### src/rtl/half_adder_pkg.sv
// Shared definitions for the half-adder slice: default sizes, the per-lane
// result record and the single-lane evaluation function.
package half_adder_pkg;

    localparam int HA_WIDTH_DEF = 1;
    localparam int HA_CNT_W_DEF = 8;

    // Result of one half-adder lane.
    typedef struct packed {
        logic sum;
        logic carry;
    } ha_lane_t;

    // Bitwise operators keep X/Z on an input visible as X on the outputs.
    function automatic ha_lane_t ha_eval(input logic a, input logic b);
        ha_lane_t r;
        r.sum   = a ^ b;
        r.carry = a & b;
        return r;
    endfunction

endpackage

### src/rtl/half_adder_cell.sv
// One-bit combinational half adder. It has no clock, no reset and no state.
module half_adder_cell
    import half_adder_pkg::*;
(
    input  logic     a,
    input  logic     b,
    output ha_lane_t lane
);

    assign lane = ha_eval(a, b);

endmodule

### src/rtl/half_adder_behavioural.sv
// Bit-parallel half adder: WIDTH independent lanes plus a saturating count
// of clock edges on which any lane produced a carry.
//
// Build option HALF_ADDER_REG_OUT_EN: when defined, sum/carry are taken from
// flops (one cycle latency, async-cleared by rst). When undefined, sum/carry
// are purely combinational and need neither clk nor rst.
//
// The carry counter always samples the combinational carry. With the output
// register enabled it therefore counts the same inputs the register captures
// on that edge.
module half_adder_behavioural
    import half_adder_pkg::*;
#(
    parameter int WIDTH = HA_WIDTH_DEF,
    parameter int CNT_W = HA_CNT_W_DEF
) (
    input  logic             clk,
    input  logic             rst,
    input  logic [WIDTH-1:0] a,
    input  logic [WIDTH-1:0] b,
    output logic [WIDTH-1:0] sum,
    output logic [WIDTH-1:0] carry,
    output logic [CNT_W-1:0] carry_cnt
);

    logic [WIDTH-1:0] sum_int;
    logic [WIDTH-1:0] carry_int;

    // One cell per lane. There is no carry chain between lanes.
    for (genvar i = 0; i < WIDTH; i++) begin : g_lane
        ha_lane_t lane;

        half_adder_cell u_cell (
            .a    (a[i]),
            .b    (b[i]),
            .lane (lane)
        );

        assign sum_int[i]   = lane.sum;
        assign carry_int[i] = lane.carry;
    end

`ifdef HALF_ADDER_REG_OUT_EN
    // Registered outputs: capture the lane results on each rising clk.
    always_ff @(posedge clk or posedge rst) begin
        if (rst) begin
            sum   <= '0;
            carry <= '0;
        end else begin
            sum   <= sum_int;
            carry <= carry_int;
        end
    end
`else
    // Combinational outputs: follow a/b in the same timestep.
    assign sum   = sum_int;
    assign carry = carry_int;
`endif

    // Carry-event counter. It increments on edges with any carry and holds
    // at all-ones.
    always_ff @(posedge clk or posedge rst) begin
        if (rst) begin
            carry_cnt <= '0;
        end else if ((|carry_int) && (carry_cnt != {CNT_W{1'b1}})) begin
            carry_cnt <= carry_cnt + CNT_W'(1);
        end
    end

endmodule

### config.mk
export PLATFORM = sky130hd
export DESIGN_NAME = half_adder_behavioural
export DESIGN_NICKNAME = d
export VERILOG_FILES = /design/src/rtl/half_adder_pkg.sv /design/src/rtl/half_adder_cell.sv /design/src/rtl/half_adder_behavioural.sv
export SDC_FILE = /design/constraint.sdc
export NUM_CORES = 1
export LEC_CHECK = 0
export BUFFER_PORTS_ARGS = -buffer_cell sky130_fd_sc_hd__buf_2
export CAP_MARGIN = 0
export CORE_AREA = 2 2 39 41
export CTS_CLUSTER_DIAMETER = 60
export DETAILED_ROUTE_END_ITERATION = 6
export DIE_AREA = 0 0 41 43
export PLACE_DENSITY = 0.53
export SKIP_CTS_REPAIR_TIMING = 1
export SLEW_MARGIN = 25
export SYNTH_ARGS = -nofsm -noshare
export SYNTH_HDL_FRONTEND = slang
export SYNTH_SLANG_ARGS = --single-unit
### constraint.sdc
create_clock -name clk -period 1.8 [get_ports clk]
set_input_delay 0.09 -clock clk [delete_from_list [all_inputs] [get_ports clk]]
set_output_delay 0.09 -clock clk [all_outputs]
set_load 0.03 [all_outputs]
==> results of run 1 <==
==> kinds of logic after synthesis <==
logic type               after synthesis
AO/OA/AOI/OAI                         11
XOR/XNOR                               1
adder cells (fa/ha/maj)                2
buffers and inverters                  2
flip-flops                             8
multiplexers                           2
AND/OR/NAND/NOR                       13
==> where the power goes <==
part / leakage [uW] / switching [uW] / total, uW / internal (uW)
Clock: 0.0000138 / 61.9 / 138 / 76.4
Combinational: 0.000144 / 286 / 437 / 151
Sequential: 0.0000976 / 111 / 364 / 254
Total: 0.000255 / 459 / 940 / 481
==> per-layer routing <==
metal  part of all wire [%]  vias to the layer above  wire (um)  global-route usage, %
met3                    8.8                        0         80                   7.85
li1                       -                      186          -                      -
met1                     45                      175        408                   18.4
met2                     46                       14        425                   15.9
met4                      0                        0          0                   2.00
met5                      0                        -          0                      0
==> layout make-up <==
cell class	instances	area (um^2)
clock buffers	3	22.5
repair buffers	14	75.1
fillers	145	837
multi-input cells	29	221
inverters	2	7.51
well taps	16	20.0
flip-flops and latches	8	200
==> critical path: stages, from the launching register on <==
cell and delay [ps]:
dfrtp_1 400, ha_1 280, nand2_1 140, o31ai_4 230
mux2_4 320
==> layout by cell type, fill, tap and decap left out, drive strengths merged, types with 2 or more instances in the layout <==
master  count
clkbuf      3
inv         2
mux2        2
nand2       4
a31oi       2
buf        13
ha          2
a311oi      2
a21oi       2
dfrtp       8
nand3       3
==> per-stage QoR <==
step | instance area (um^2) | utilization (%) | setup slack, ps
after floorplan | 429 | - | 194
after global placement | 514 | 37.2 | 365
after detailed placement | 514 | 37.2 | 315
after CTS | 537 | 38.8 | 306
after global routing | 547 | 39.5 | 205
final | 547 | 39.5 | 319
==> final timing paths <==
path | start | endpoint | slack, ps | cells after the start
worst max register to register | carry_cnt[1] | carry_cnt[1] | 320 | 4
min in group clk | b | carry_cnt[0] | 420 | 4
worst max-delay path | carry_cnt[1] | carry_cnt[1] | 320 | 4
worst min-delay path | rst | carry_cnt[5] | 310 | 3
max in group asynchronous | rst | carry_cnt[6] | 1250 | 3
worst min register to register | carry_cnt[0] | carry_cnt[0] | 520 | 1
==> results.txt, run 1 <==
- Status: complete, no violations
- Once placement completed, the tool counted placed cells totaling 68.
* Detailed placement HPWL: between 600 and 700 um
* Flip-flop count of the largest register, all copies and words added: 8
- Maximum frequency from static timing analysis: approximately 0.68 GHz
- Detailed-route via count: around 380
- The die is about 41 um wide.
- Post-synthesis cell area: between 400 and 500 um^2
- The tool flagged a number of max-cap violations equal to 0.
- Via count of the first global-routing pass: between 300 and 400
- For this run the aggregate overflow at the end of global routing stands at 0.
* Synth top area share: between 40% and 50%
* Part of the Yosys area used for sequential elements: ~47%
* Count of input and output buffers: 13
- Maximum count of clock buffers along a single path: 2
* Number of top-level pins: 14
* Total nets after synthesis: 45
- The floorplan has 14 rows.
* Unique masters post-synth: 23
* Effective utilization at floorplan: between 30% and 40%
* Die ar.: 1760 um^2
* Clock buffer count from CTS: 3
- Most instantiated library cell after synthesis: dfrtp_1
* Part of the cycle the worst path needs: 82.3%
- Proportion of synthesized area in mux cells: 6.12%
* Final wirelength: between 900 and 1000 um
- Dividing the detail-routed via count by the number of cells gives roughly 5.2.
* Overall power consumption: about 940 uW
- The first global-routing pass estimated 1470 um of wire.
- Biggest area consumer among synthesized cells: dfrtp_1
* Number of remaining DRC errors: 0
- Share of synthesized flip-flops with an asynchronous set or reset: 100%
* Number of register bits inferred by synthesis: 8
- Setup violators final: 0
- The worst setup path is launched from a flop.
- The smallest clock period supported by the final layout is computed as 1480 ps.
* Final-report max-slew violation count: 0
- In the final routed layout, each cell accounts on average for around 13 um.
- In this run the power density over the cells is around 1700 nW/um^2.
- Across the VDD grid, the largest voltage drop is about 0.8 mV.
* Capturing element type of the critical path: flop
* Post-Synth Simple-Gate Area: ~16%
* Core region area: roughly 1400 um^2
- Drt first-iter violations: 10
- Summing the areas of all compound-gate instances in the mapped netlist gives approximately 22% of the synthesized area.
- The floorplan step set the die height to 43 um.
- Post-synth EDFFs: 0
- Detail Route Antenna Nets: 0
* Total iterations of the first detailed-routing run: 4
* Final-stage net count: 64
- Maximum level of the CTS H-tree: 1
- Setup repair after global routing left no endpoint under its margin.
* Area share of fa/ha/maj cells after synthesis: approximately 5.8%
- Maximum fanout count along the critical path: 6
* Most numerous cell types in the synthesized netlist: 8 x dfrtp_1, 3 x nand2_1, 3 x nand3_1
- For the pin with the worst max-slew slack, the measured transition is ~300 ps.
- Ranked by total cell area, the synthesized netlist is headed by dfrtp_1 47%, ha_1 5.8%, o31ai_4 5.0%.
- TritonCTS sink count: 8
* Layout area overhead: 27.4%
* Data arrival time of the critical path: between 1500 and 2000 ps
- Min-Delay Path Class: in2async
* Clock insertion delay at the later pin of the skew report: 250 ps
* Largest registers: carry_cnt: 8 flops
* Combinational family with the most area after synthesis: compound AO/OA/AOI/OAI gates
* Maximum number of pins on one net before global-route repair: 9
* Share of cells above drive strength 1: 35.7%
* Total global-route track usage: 12.6%
- Final count of hold timing violations: 0
- LEAKAGE: 0.000255 uW
- Syn_area_per_cell: about 11 um^2
* CTS Root Cell: clkbuf_4
- Path type of the worst setup path: reg2reg
- Largest reg by FF count: carry_cnt
* Worst hold-check slack: around 310 ps
- Warnings, synthesis: 0
- The congestion estimate from routability-driven global placement came to 0.657.
* Number of standard cells after synthesis: 39
- Reg clk slew, reported paths: roughly 60 ps
- Excluding fillers, the count of instances in the completed layout stands at 72.
* XOR/XNOR share of the synthesized area: roughly 2%
- Antenna diode count: 0
* Relative slew slack: between 70% and 80%
- For the worst setup path, the data required time is ~1900 ps.
* Number of antenna violations at the first check in global routing: 0
* CTS tree: done
- For the final database, setup skew stands at ~11 ps.
- In the synthesized netlist the dominant register cell turns out to be dfrtp_1.
* Setup TNS after final layout: 0 ps
(Power assumes the default switching activity.)
==> inputs of run 2 (changes only) <==
--- a/config.mk
+++ b/config.mk
@@ -11,7 +11,7 @@
 export CTS_CLUSTER_DIAMETER = 60
 export DETAILED_ROUTE_END_ITERATION = 6
 export DIE_AREA = 0 0 41 43
-export PLACE_DENSITY = 0.53
+export PLACE_DENSITY = 0.55
 export SKIP_CTS_REPAIR_TIMING = 1
 export SLEW_MARGIN = 25
 export SYNTH_ARGS = -nofsm -noshare
==> constraint.sdc (replaced) <==
create_clock -name clk -period 1.25 [get_ports clk]
set_input_delay 0.0625 -clock clk [delete_from_list [all_inputs] [get_ports clk]]
set_output_delay 0.0625 -clock clk [all_outputs]
set_load 0.03 [all_outputs]
==> results.txt, run 2 (synthesis results as in run 1) <==
- Maximum fanout count along the critical path: 5 (was 6)
- Status: finished with violations (was complete, no violations).
- The first-pass GRT wire length came to 1590 um (was 1470 um).
- TritonCTS sink count: 8 (unchanged)
- CTS Root Cell: clkbuf_4 (unchanged)
- The area of the core region came to 1380 um^2 (unchanged).
- The number of global-route vias before repair was 369 (was 315).
- Final-stage net count: 77 (was 64)
* VDD IR-drop max: 0.941 mV (was 0.824 mV)
* Detailed placement HPWL: 765 um (was 693 um)
- The highest attainable clock frequency was 0.781 GHz (was 0.675 GHz).
* Worst setup slack before clock tree synthesis: -51.9 ps (was 315 ps)
- Routability congestion estimate from global placement: 0.715 (was 0.657)
* Clock insertion delay at the later pin of the skew report: 270 ps (was 250 ps)
- Antenna diode count: 0 (unchanged)
- The number of nets with antenna violations after routing was 0 (unchanged).
- The number of placement rows came to 14 (unchanged).
- The start-to-end type of the worst setup path was reg2reg (unchanged).
* Maximum level of the CTS H-tree: 1 (unchanged)
- The clock tree from TritonCTS was done (unchanged).
- Met1 demand-to-capacity share in global routing: 19.2% (was 18.4%)
* Sum of overflow across all layers after global routing: 0 (unchanged)
- Data arrival time of the critical path: 1440 ps (was 1620 ps)
- Number of remaining DRC errors: 0 (unchanged)
* Total global-route track usage: 14.2% (was 12.6%)
- Final-report max-slew violation count: 0 (unchanged)
* Detailed-route vias per instance: 4.88 (was 5.21)
- Transition time of the tightest slew-check pin: 315 ps (was 301 ps)
- # fillers: 146 (was 145)
* Largest registers: carry_cnt: 8 flops (unchanged)
* Layer with the highest usage: met1 (unchanged)
- The die boundary height came to 43 um (unchanged).
- The share of post-route cells with drive strength above 1 is 62.9% (was 35.7%).
- The largest register by flop count was carry_cnt (unchanged).
* Final critical path time including I/O delays and setup: 1280 ps (was 1480 ps)
* Global-route track usage on met2: 19.1% (was 15.9%)
- Maximum number of pins on one net before global-route repair: 9 (unchanged)
- Most frequent cells in the layout: 13 x buf_2, 13 x buf_4, 7 x dfrtp_2, 3 x nand3_1, 3 x clkbuf_4 (was 13 x buf_2, 8 x dfrtp_1, 3 x nand3_1, 3 x nand2_1, 3 x clkbuf_4).
- The number of search-and-repair iterations in the first detailed-routing pass is 2 (was 4).
- The area growth from synthesis to layout was 60.6% (was 27.4%).
- The die extent in x came to 41 um (unchanged).
- The I/O pin count was 14 (unchanged).
- The clock slew at the register clock pins of the worst setup and hold paths is 70 ps (was 60 ps).
* Min-Delay Path Class: in2async (unchanged)
- Kind of start point of the critical path: flop (unchanged)
- The required time of the worst setup path was 1410 ps (was 1940 ps).
- Final count of hold timing violations: 0 (unchanged)
- Setup violators final: 1 (was 0)
- The post-route fraction of the period consumed by the critical path came to 102% (was 82.3%).
- The final routed wirelength across all metal layers came to 1050 um (was 914 um).
- Failing checks: setup timing
- The cell leakage power is 0.000324 uW (was 0.000255 uW).
- Global routing usage on met3: 4.71% (was 7.85%)
- The total of buffers placed on input and output ports is 13 (unchanged).
- The clock skew was 11.9 ps (was 11.0 ps).
* Drt first-iter violations: 2 (was 10)
- Setup repair after global routing missed its margin: true (was false)
* Clock buffer count from CTS: 3 (unchanged)
- Maximum count of clock buffers along a single path: 2 (unchanged)
- The final design utilization came to 49.8% (was 39.5%).
- Power density over the cells: 2410 nW/um^2 (was 1720 nW/um^2)
- Capturing element type of the critical path: flop (unchanged)
* Die ar.: 1760 um^2 (unchanged)
* Effective utilization at floorplan: 31.0% (unchanged)
- MaxCap Viol Count: 0 (unchanged)
- Detailed-route via count: 420 (was 375)
* Flip-flop count of the largest register, all copies and words added: 8 (unchanged)
- Relative slew slack: 78.9% (was 79.9%)
- DR WL/cell: 12.2 um (was 12.7 um)
- Number of antenna violations at the first check in global routing: 0 (unchanged)
- The worst-case setup margin in the final layout is -29.8 ps (was 319 ps).
## run 2: changes by cell type in the layout (fill, tap and decap cells not counted), sizes merged
cell and delta:
buf +13, clkbuf +1
## run 2: per-layer routing
metal | vias up | part of all wire, %
met1 | 192 | 46
li1 | 212 | -
met4 | 0 | 2.1
met2 | 14 | 46
met3 | 2 | 6.0
met5 | - | 0
## run 2: critical path: stages, from the launching register on
cell and delay, ps:
dfrtp_2 400, ha_4 180, nand2_4 60, o31ai_4 200, mux2_4 320
## run 2: worst paths after layout
kind	start	endpoint	slack (ps)	cells past startpoint
max	carry_cnt[1]	carry_cnt[1]	-30	4
min	rst	carry_cnt[0]	270	3
max reg2reg	carry_cnt[1]	carry_cnt[1]	-30	4
min reg2reg	carry_cnt[5]	carry_cnt[6]	560	1
max in group asynchronous	rst	carry_cnt[2]	710	3
min in group clk	b	carry_cnt[2]	410	5
## run 2: area by class of cell
class                           instances  area [um^2]  area share [%]
Sequential cell                         8          209            30.3
Multi-Input combinational cell         29          254            36.8
Tap cell                               16         20.0            2.90
Clock buffer                            4         26.3            3.81
Inverter                                2         7.51            1.09
Timing Repair Buffer                   27          173            25.0
## run 2: through the flow
step	TNS [ps]	instance area, um^2	hold slack (ps)	total power (uW)	instances
2_1_floorplan	-300	450	-122	1030	39
3_3_place_gp	-15.6	633	34.8	1360	81
3_5_place_dp	-70.9	633	35.7	1380	81
4_1_cts	-96.9	659	-259	1610	85
5_1_grt	-217	689	326	1780	86
6_report	-29.8	689	272	1660	86
## run 2: power by group
| part | leakage (uW) | switching [uW] | total, uW | internal [uW] |
|---|---|---|---|---|
| logic | 0.000220 | 520 | 918 | 397 |
| registers | 0.0000891 | 130 | 513 | 383 |
| clock network | 0.0000150 | 109 | 232 | 123 |
==> inputs of run 3 (changes only) <==
==> constraint.sdc (replaced) <==
create_clock -name clk -period 1.25 [get_ports clk]
set_input_delay 0.125 -clock clk [delete_from_list [all_inputs] [get_ports clk]]
set_output_delay 0.125 -clock clk [all_outputs]
set_load 0.03 [all_outputs]
==> results.txt, run 3 (synthesis results as in run 1) <==
- The number of nets at the end of the flow is 78 (was 77).
- Clock insertion delay at the later pin of the skew report: 250 ps (was 270 ps)
- The startpoint of the worst register-to-register path was carry_cnt[0] (was carry_cnt[1]).
- The clock slew at the register clock pins of the worst setup and hold paths was 50 ps (was 70 ps).
- The placer's final routability congestion estimate is 0.702 (was 0.715).
- Cell with the biggest individual delay on the critical path: dfrtp_2 (unchanged)
- Maximum fanout count along the critical path: 5 (unchanged)
- The end of the worst register-to-register path is carry_cnt[1] (unchanged).
- Design Area, Final: 701 um^2 (was 689 um^2)
- Final count of hold timing violations: 0 (unchanged)
- Relative slew slack: 78.5% (was 78.9%)
- The worst-margin pin slew is 322 ps (was 315 ps).
- Count of input and output buffers: 13 (unchanged)
- The routing usage on met1 came to 20.4% (was 19.2%).
- Die ar.: 1760 um^2 (unchanged)
- Largest reg by FF count: carry_cnt (unchanged)
* Most frequent cells in the layout: 14 x buf_4, 13 x buf_2, 8 x dfrtp_2, 3 x clkbuf_4 (was 13 x buf_2, 13 x buf_4, 7 x dfrtp_2, 3 x nand3_1, 3 x clkbuf_4)
- The met2 track demand over resource in global routing is 18.8% (was 19.1%).
* Most common cell after layout, fill and taps aside: buf_4
* Final wirelength: 1010 um (was 1050 um)
- Final worst clock skew: 0.228 ps (was 11.9 ps)
* MaxCap Viol Count: 0 (unchanged)
- The first-pass GRT wire length was 1660 um (was 1590 um).
- Share of cells above drive strength 1: 71.4% (was 62.9%)
- The required time of the worst setup path was 1390 ps (was 1410 ps).
* Clock buffer count from CTS: 3 (unchanged)
- Detailed-route vias per instance: 5.16 (was 4.88)
* Final critical path time including I/O delays and setup: 1270 ps (was 1280 ps)
- The number of global-route vias before repair was 372 (was 369).
- The total negative slack is -33.5 ps (was -29.8 ps).
- Failing checks: setup timing (unchanged).
- The startpoint kind of the worst setup timing path is a flop (unchanged).
* Number of antenna violations at the first check in global routing: 0 (unchanged)
- The post-route fraction of the period consumed by the critical path came to 102% (about the same).
* Sum of overflow across all layers after global routing: 0 (unchanged)
* Setup repair after global routing missed its margin: true (unchanged)
- The half-perimeter wire length of the detailed placement result came to 769 um (was 765 um).
* CTS Root Cell: clkbuf_4 (unchanged)
- The total number of vias was 444 (was 420).
- The number of remaining DRC errors came to 0 (unchanged).
* End-of-flow core utilization: 50.6% (was 49.8%)
- The maximum clock path buffer count came to 2 (unchanged).
- Final-report max-slew violation count: 0 (unchanged)
- Effective utilization at floorplan: 31.0% (unchanged)
- Layout area overhead: 63.3% (was 60.6%)
* Maximum level of the CTS H-tree: 1 (unchanged)
* Die Y: 43 um (unchanged)
- Die width: 41 um (unchanged)
* Total global-route track usage: 14.4% (was 14.2%)
* Core region area: 1380 um^2 (unchanged)
- Capturing element type of the critical path: flop (unchanged)
- Number of top-level pins: 14 (unchanged)
* Antenna diode count: 0 (unchanged)
- DR WL/cell: 11.7 um (was 12.2 um)
* End point of the critical path: carry_cnt[1] (unchanged)
- Drt first-iter violations: 4 (was 2)
* Layer with the highest usage: met1 (unchanged)
- Area after DPL: 644 um^2 (was 633 um^2)
- The number of flip-flops under the largest register name was 8 (unchanged).
* LEAKAGE: 0.000316 uW (was 0.000324 uW)
* Maximum frequency from static timing analysis: 0.788 GHz (was 0.781 GHz)
* Status: finished with violations (unchanged)
- The clock sink total came to 8 (unchanged).
- The launch point of the critical path is carry_cnt[0] (was carry_cnt[1]).
* Minimum setup slack in the final design: -19.1 ps (was -29.8 ps)
- The worst min-delay path category was in2async (unchanged).
* Global routing usage on met3: 3.14% (was 4.71%)
- VDD IR-drop max: 0.935 mV (was 0.941 mV)
- Cell row count: 14 (unchanged)
- Setup violators final: 2 (was 1)
- The start-to-end type of the worst setup path was reg2reg (unchanged).
* Total iterations of the first detailed-routing run: 3 (was 2)
- The clock tree from TritonCTS was done (unchanged).
- The minimum setup slack among reg-to-reg paths came to -20 ps (was -30 ps).
- The ratio of total power to cell area was 2370 nW/um^2 (was 2410 nW/um^2).
* Crit-path cells: ha_4, nand2_2, o31ai_4, mux2_4 (was ha_4, nand2_4, o31ai_4, mux2_4)
- The signal arrival time at the worst endpoint came to 1410 ps (was 1440 ps).
- The number of nets with antenna violations after routing is 0 (unchanged).
- CP peak stage delay: 390 ps (was 400 ps)
* Maximum number of pins on one net before global-route repair: 9 (unchanged)
* Logic depth of the worst register-to-register path: 4 (unchanged)
* Largest registers: carry_cnt: 8 flops (unchanged)
run 3: metrics by stage:
| stage | hold WS [ps] | total power [uW] | setup slack (ps) | instances |
|---|---|---|---|---|
| finish | 362 | 1660 | -19.1 | 86 |
| CTS | -179 | 1630 | -56.7 | 85 |
| floorplan | -59.3 | 1030 | -170 | 39 |
| global route | 383 | 1800 | -77.6 | 86 |
| detailed placement | 94.1 | 1430 | -45.8 | 82 |
| global placement | 94.7 | 1420 | -20.5 | 82 |
run 3: routing by layer:
metal	routed length, um	vias to the layer above
met4	25	0
met1	478	209
met5	0	-
met3	78	3
met2	428	18
li1	-	214
run 3: worst min-delay path by stage:
stage                         to  slack (ps)
floorplan           carry_cnt[0]         -60
global placement    carry_cnt[7]          90
detailed placement  carry_cnt[7]          90
CTS                 carry_cnt[7]        -180
global route        carry_cnt[6]         380
finish              carry_cnt[0]         360
run 3: power by group:
part	total (uW)	leakage, uW	internal [uW]	switching (uW)
Sequential	496	0.0000884	386	110
Combinational	964	0.000214	423	540
Clock	199	0.0000138	110	88.7
Total	1660	0.000316	919	738
run 3: cell type report:
cell class                 count  area [um^2]
fill                         129          683
timing repair buffer          28          180
tap                           16         20.0
clock buffer                   3         22.5
multi-input combinational     29          260
inverter                       2         7.51
sequential                     8          210
run 3: worst max-delay path, delay by kind of cell, from the launching register on:
kind                     cells  cell delay (ps)
flip-flops                   1              390
AO/OA/AOI/OAI                1              200
AND/OR/NAND/NOR              1               70
adder cells (fa/ha/maj)      1              160
multiplexers                 1              320
